File: config.mk
export PLATFORM = sky130hd
export DESIGN_NAME = fmap_buf_arb
export DESIGN_NICKNAME = d
export VERILOG_FILES = /design/src/rtl/fmap_buf_arb.sv
export SDC_FILE = /design/constraint.sdc
export NUM_CORES = 1
export LEC_CHECK = 0
export CELL_PAD_IN_SITES_DETAIL_PLACEMENT = 0
export CELL_PAD_IN_SITES_GLOBAL_PLACEMENT = 2
export CORE_ASPECT_RATIO = 1.5
export CORE_UTILIZATION = 22
export DETAILED_ROUTE_END_ITERATION = 7
export PLACE_DENSITY = 0.83
export SYNTH_ARGS = -nofsm -noshare
export SYNTH_HDL_FRONTEND = slang
export SYNTH_SLANG_ARGS = --single-unit
File: constraint.sdc
create_clock -name clk -period 1.8 [get_ports clk]
set_input_delay 0.54 -clock clk [delete_from_list [all_inputs] [get_ports clk]]
set_output_delay 0.54 -clock clk [all_outputs]
set_load 0.01 [all_outputs]
File: src/rtl/fmap_buf_arb.sv
// Frame-level write arbiter/sequencer for the split-bank feature-map buffer.
// Optional idle-abort watchdog is built only when FRAME_TIMEOUT_EN is defined.
//
// state | meaning
// CLEAR | pulse buf_reset for one cycle, then re-arbitrate
// IDLE  | wait for a producer, grant one (round-robin on contention)
// FILL  | accept SIZE words from the owner, forwarded to the buffer
// HOLD  | full frame held until consumer_done
module fmap_buf_arb #(
    parameter int DATA_WIDTH = 16,
    parameter int SIZE       = 65536,
    parameter int HALF_SIZE  = 32768,
    parameter int TIMEOUT    = 1024
) (
    input  logic                    clk,
    input  logic                    reset,
    input  logic [1:0]              req_valid,
    input  logic [DATA_WIDTH-1:0]   req_data0,
    input  logic [DATA_WIDTH-1:0]   req_data1,
    output logic [1:0]              req_ready,
    output logic                    buf_write,
    output logic [DATA_WIDTH-1:0]   buf_data,
    output logic                    buf_reset,
    output logic                    owner,
    output logic                    bank,
    output logic [$clog2(SIZE):0]   wcount,
    output logic                    frame_ready,
    input  logic                    consumer_done,
    output logic                    err_timeout
);

    localparam int CW = $clog2(SIZE) + 1;
    localparam logic [CW-1:0] SIZE_W = CW'(SIZE);
    localparam logic [CW-1:0] HALF_W = CW'(HALF_SIZE);

    if (HALF_SIZE * 2 != SIZE || TIMEOUT < 1) begin : g_bad_param
        $error("fmap_buf_arb: HALF_SIZE must be SIZE/2 and TIMEOUT >= 1");
    end

    typedef enum logic [1:0] {ST_IDLE, ST_FILL, ST_HOLD, ST_CLEAR} state_t;

    state_t                  state_q, state_d;
    logic                    owner_q, owner_d;
    logic                    rr_q, rr_d;
    logic                    buf_write_q, buf_write_d;
    logic [DATA_WIDTH-1:0]   buf_data_q, buf_data_d;
    logic [CW-1:0]           wcount_q, wcount_d;
    logic                    accept;
    logic                    timeout_hit;

    assign accept = (state_q == ST_FILL) && req_valid[owner_q];

`ifdef FRAME_TIMEOUT_EN
    localparam int TW = $clog2(TIMEOUT + 1);
    logic [TW-1:0] idle_cnt_q, idle_cnt_d;

    // Down-counter reloaded on grant and every accept; fires on the TIMEOUT-th idle cycle.
    always_comb begin
        idle_cnt_d  = idle_cnt_q;
        timeout_hit = 1'b0;
        if (state_q == ST_IDLE || accept) begin
            idle_cnt_d = TW'(TIMEOUT - 1);
        end else if (state_q == ST_FILL) begin
            if (idle_cnt_q == '0) begin
                timeout_hit = 1'b1;
            end else begin
                idle_cnt_d = idle_cnt_q - 1'b1;
            end
        end
    end

    always_ff @(posedge clk) begin
        if (!reset) begin
            idle_cnt_q <= TW'(TIMEOUT - 1);
        end else begin
            idle_cnt_q <= idle_cnt_d;
        end
    end
`else
    assign timeout_hit = 1'b0;
`endif

    always_comb begin
        state_d     = state_q;
        owner_d     = owner_q;
        rr_d        = rr_q;
        wcount_d    = wcount_q;
        buf_write_d = 1'b0;
        buf_data_d  = buf_data_q;
        req_ready   = 2'b00;
        case (state_q)
            ST_CLEAR: begin
                wcount_d = '0;
                state_d  = ST_IDLE;
            end
            ST_IDLE: begin
                if (req_valid != 2'b00) begin
                    owner_d  = (req_valid == 2'b11) ? rr_q : req_valid[1];
                    wcount_d = '0;
                    state_d  = ST_FILL;
                end
            end
            ST_FILL: begin
                req_ready = owner_q ? 2'b10 : 2'b01;
                if (accept) begin
                    buf_write_d = 1'b1;
                    buf_data_d  = owner_q ? req_data1 : req_data0;
                    wcount_d    = (wcount_q == SIZE_W) ? wcount_q : wcount_q + 1'b1;
                    if (wcount_q == SIZE_W - 1'b1) begin
                        state_d = ST_HOLD;
                    end
                end else if (timeout_hit) begin
                    rr_d    = ~owner_q;
                    state_d = ST_CLEAR;
                end
            end
            ST_HOLD: begin
                if (consumer_done) begin
                    rr_d    = ~owner_q;
                    state_d = ST_CLEAR;
                end
            end
            default: state_d = ST_CLEAR;
        endcase
    end

    always_ff @(posedge clk) begin
        if (!reset) begin
            state_q     <= ST_CLEAR;
            owner_q     <= 1'b0;
            rr_q        <= 1'b0;
            buf_write_q <= 1'b0;
            buf_data_q  <= '0;
            wcount_q    <= '0;
        end else begin
            state_q     <= state_d;
            owner_q     <= owner_d;
            rr_q        <= rr_d;
            buf_write_q <= buf_write_d;
            buf_data_q  <= buf_data_d;
            wcount_q    <= wcount_d;
        end
    end

    assign buf_write   = buf_write_q;
    assign buf_data    = buf_data_q;
    assign buf_reset   = (state_q == ST_CLEAR);
    assign frame_ready = (state_q == ST_HOLD);
    assign owner       = owner_q;
    assign wcount      = wcount_q;
    assign bank        = (wcount_q >= HALF_W);
    assign err_timeout = timeout_hit;

endmodule

* After elaboration in Yosys (flattened, before gate mapping) *
Index checks and enable logic that the tools add are counted.

cells by class
  $add $sub $neg = 1
  equal/unequal tests = 11
  mux-type cells = 16
  bitwise gates (word level) = 1
  $lt $le $gt $ge = 2
  divide/modulo/power cells = 0
  multipliers = 0
  reductions and logical operators = 10
  shift-type cells = 0

operators by type and width
  kind                   count
  $mux 17                3
  $pmux 17 s3            1
  $add 17x1->17 const B  1
  $eq 17x16->1 const B   1
  $eq 17x17->1 const B   1
  $ge 17x16->1 const B   1
  $mux 16                1
  $mux 2                 6
  $pmux 2 s4             1
  $reduce_and 2->1       4
  $reduce_and 4->1       2
  $eq 2x2->1 const B     3
  $ne 2x2->1 const B     3
  $mux 1                 4
  $ne 2x1->1 const B     2
  $reduce_bool 3->1      1
  $eq 2x1->1 const B     1
  $logic_not 2->1        1
  $lt 1x2->1 const B     1
  $reduce_bool 2->1      1
  $logic_and 1x1->1      1
  $not 1->1              1

word-level totals
  RAM bits = 0
  output and inout bits = 41
  input bits = 37
  ROM bits = 0
  memories kept = 0
  word-level logic and storage cells = 47
  latch bits = 0
  register bits = 38

* Logic depth before layout (Yosys ltp) *
  word-level depth = 5
  depth in mapped cells = 10
  depth with buffers taken out = 10

* Worst setup path before layout *
Ideal clock, no wire load.

  kind = reg2reg
  from = register wcount_q[0] (netlist: wcount[0])
  to = register state_q[0]
  required time = 1694 ps
  slack = -220 ps
  cell stages (with the launch flop) = 10
  buffers on the path = 0
  period minus slack after synthesis = 2020 ps
  arrival time = 1914 ps
  setup time = 106 ps
  cell sequence = dfxtp_1 > ha_1 > nand3_1 > nor3_1 > nand4_1 > nor2_1 > ha_1 > nor2b_1 > o21ai_1 > o311ai_0

between the ends
  cells in the longest elaborated chain, start to end = 3

ends and longest elaborated chain
  element                            RTL line  text
  start: declaration                 47        logic [CW-1:0] wcount_q, wcount_d;
  start signal: assignment           141       wcount_q <= wcount_d;
  $eq 17x16->1                       109       if (wcount_q == SIZE_W - 1'b1) begin
  $ne 2x1->1 (no source line)        n/a
  $reduce_and 4->1 (no source line)  n/a
  end signal: assignment             136       state_q <= state_d;
  end: declaration                   42        state_t state_q, state_d;

No other way between the ends.
A chain may end at the register's enable or synchronous reset.

* Final worst setup path *
  from = register wcount_q[4] (netlist: wcount[4])
  to = register state_q[0]

Same word-level chain as after synthesis.

==> metrics.md <==
| Metric | Value |
|---|---|
| Vias in the first global route | 2250 |
| Initial antenna violation count | 0 |
| Filler cell count | 860 |
| Failing checks | negative setup slack |
| Final number of hold-violating endpoints | 0 |
| CP max stage delay | between 0.3 and 0.4 ns |
| Ant diodes | 0 |
| Crit-path cells | nand4_1 > nor3_4 > nand4_1 > nor2_1 > ha_2 > nor2b_4 > o21ai_2 > buf_6 > nand2_2 > o311ai_4 |
| Fin Hold WS | 0.496 ns |
| Area of placed instances | between 3000 and 4000 sq um |
| Die width | between 70 and 80 um |
| Synth Area in Compound Gates | 0.184 |
| Clock tree sinks | 38 |
| Post-synth EDFFs | 0 |
| Critical path endpoint category | register |
| Drc violations | 0 |
| First-pass iteration count of the detailed router | 4 |
| Initial Util | 0.230 |
| Synth cell count leaders | 38 x dfxtp_1, 32 x nor2_1, 18 x mux2i_1 |
| Area growth syn-to-layout | 84.8% |
| Fin area | 3640 sq um |
| CTS Buf Count | 5 |
| Mean Syn Cell Area | ~8.4 sq um |
| Pwr per Cell Area | 941 nW/um^2 |
| Most common flop cell mapped by yosys | dfxtp_1 |
| Routed via count | 2199 |
| Setup TNS | -0.136 ns |
| Clock transition at the registers of the reported paths | 0.06 ns |
| RSZ-0062 raised after global routing | yes |
| Chip Height | 118 um |
| I/O pin total | 78 |
| DPL Wire Length | 4820 um |
| Top-area cell type share of the netlist area | 0.387 |
| GPL Wtd Cong | 0.825 |
| Pin count of the biggest net entering global routing | 33 |
| Final Power | roughly 3.4 mW |
| Sequential Power Share | 0.297 |
| XOR/XNOR Fraction of Synth Area | 0 |
| Clock root cell | clkbuf_16 |
| Synth Area in Adders | 0.0572 |
| Net Sw Power | ~1.2 mW |
| Hold-fix buffers, CTS | 0 |
| Final min period | 1.87 ns |
| Buffer depth of the longest clock path | 2 |
| Initial DRC count | 96 |
| Post-DR vias/cell | 4.73 |
| Peak supply drop | 468 uV |
| Layout cells sized above 1 | 0.330 |
| Post-Synthesis Cells | ~230 |
| Distinct cells, synth | 39 |
| Final WS setup | -0.0674 ns |
| Clock Skews | 0.00421 ns |
| Core area | around 8600 sq um |
| Placed insts | 451 |
| Most area-hungry cell type in the Yosys netlist | dfxtp_1 |
| Fraction of registers with async set/reset | 0 |
| Slew Limit Fails | 0 |
| Mux contribution to synthesized area | 0.0915 |
| Skew-Pair Late Insertion Delay | 0.28 ns |
| Clock power frac | 0.268 |
| Max Fclk | 535 MHz |
| CP max-delay cell | dfxtp_2 |
| Total gr overflow | 0 |
| Routed wire length per instance | 14.2 um |
| Layout Nets | 403 |
| Synth Area in Simple Gates | 0.229 |
| DP Worst Slack | -0.454 ns |
| H-tree depth | 2 |
| WP data arrival | 2.03 ns |
| Cell Int Power | 2.24 mW |
| Status | finished, violations left |
| TritonCTS clock tree | yes |
| Synth Cell Area | between 1500 and 2000 sq um |
| Final non-filler cell total | between 400 and 500 |
| Critical Path Start Type | register |
| Leakage | 1.39 nW |
| DIE AREA | 9340 sq um |
| Max Cap Viol | 0 |
| Post-synthesis sequential area ratio | 0.387 |
| Global-route wire length before repair | about 11000 um |
| Total Wirelength | 6620 um |
| Util after Layout | 0.425 |
| # rows | 41 |
| Cell with the most instances after synthesis | dfxtp_1 |
| Synthesis warning total | 0 |
| Synthesized net count | 280 |
| Top post-synthesis cells by area | dfxtp_1 39%, mux2i_1 9.2%, a211oi_1 6.1% |
| Crit Path Category | register to register |
| Final period util | 1.04 |
| Synth Register Bits | 38 |
| Sw frac | 0.345 |
| IO buf count | 76 |
| Comb pwr share | 0.435 |
| Post-route ant nets | 0 |
| Top cell by count, worst path | nand4_1 |
| Total track usage | 0.145 |
| Final setup fails | 5 |
| CP required | 1.96 ns |
| CP max FO | 2 |
| Hold WC Path Type | register to register |
| Combinational family with the most area after synthesis | simple AND/OR/NAND/NOR gates |
state kept, by name (all words and copies together) (netlist names):
| name | cells |
|---|---|
| buf_data | 16 |
| buf_write | 1 |
| owner | 1 |
| rr_q | 1 |
| state_q | 2 |
| wcount | 17 |
layout make-up:
type	count	area [sq um]	share of cell area
flip-flops and latches	38	787	0.216
clock buffers	6	139	0.0382
inverters	9	41.3	0.0114
clock inverters	2	12.5	0.00344
repair buffers	130	1180	0.325
well taps	107	134	0.0368
multi-input cells	173	1340	0.369
what timing repair did:
action,4_1_cts,5_1_grt
buffers inserted,1,6
endpoints found under the hold margin,0,0
pin swaps,13,14
resized for setup,51,50
cloned,0,0
endpoints found under the setup margin,41,39
worst paths after layout:
check	from	end	cells past startpoint	slack [ns]
worst min-delay path	wcount[15]	wcount[15]	2	0.50
worst max register to register	wcount[4]	state_q[0]	10	-0.07
worst max-delay path	wcount[4]	state_q[0]	10	-0.07
worst min register to register	wcount[15]	wcount[15]	2	0.50
placed cells by master, fill, tap and decap left out, types with 2 or more instances in the layout:
cell type	count
a211oi_1	16
a21oi_1	9
a21oi_2	2
a32oi_1	3
and4_1	2
buf_2	2
buf_4	47
buf_6	7
clkbuf_16	5
clkdlybuf4s50_1	57
dfxtp_1	23
dfxtp_2	12
dfxtp_4	3
dlygate4sd2_1	11
dlymetal6s2s_1	3
ha_1	4
ha_4	4
inv_1	4
inv_4	3
mux2i_1	17
nand2_1	13
nand2_2	3
nand3_1	9
nand4_1	8
nor2_1	30
nor2_2	2
nor3_1	5
nor4_1	2
o2111ai_2	2
o21ai_0	2
o21ai_1	6
o21ai_2	2
o31ai_1	2
or3_1	7
critical path: cells and delay by family, from the launching register on:
kind | cells | cell delay [ns]
and+or+nand+nor | 6 | 0.94
DFF | 1 | 0.33
adders and majority gates | 1 | 0.18
AOI/OAI and AO/OA | 2 | 0.17
buffers and inverters | 1 | 0.13
kinds of logic (layout without fill, tap and decap cells):
kind of cell             count (synthesis)  in the layout
AND/OR/NAND/NOR                         93             93
AO/OA/AOI/OAI                           52             52
flip-flops                              38             38
buffers and inverters                   23            147
multiplexers                            18             18
adder cells (fa/ha/maj)                  9              9
other                                    1              1
routing by layer:
metal / global-route usage / vias to the layer above / wire, um
met5: 0 / - / 0
met4: 0.0443 / 0 / 123
met3: 0.0434 / 10 / 428
met2: 0.258 / 81 / 3460
met1: 0.160 / 1003 / 2600
li1: - / 1105 / -
power by group through the flow:
| stage | Combinational, mW | Sequential [mW] | Clock [mW] |
|---|---|---|---|
| 5_1_grt | 1.63 | 1.03 | 0.972 |
| 3_3_place_gp | 1.26 | 1.01 | 0 |
| 3_5_place_dp | 1.27 | 1.01 | 0 |
| 4_1_cts | 1.34 | 0.997 | 0.935 |
| 2_1_floorplan | 0.570 | 1.05 | 0 |
| 6_report | 1.49 | 1.02 | 0.917 |
Power figures use the tool's default switching activity.
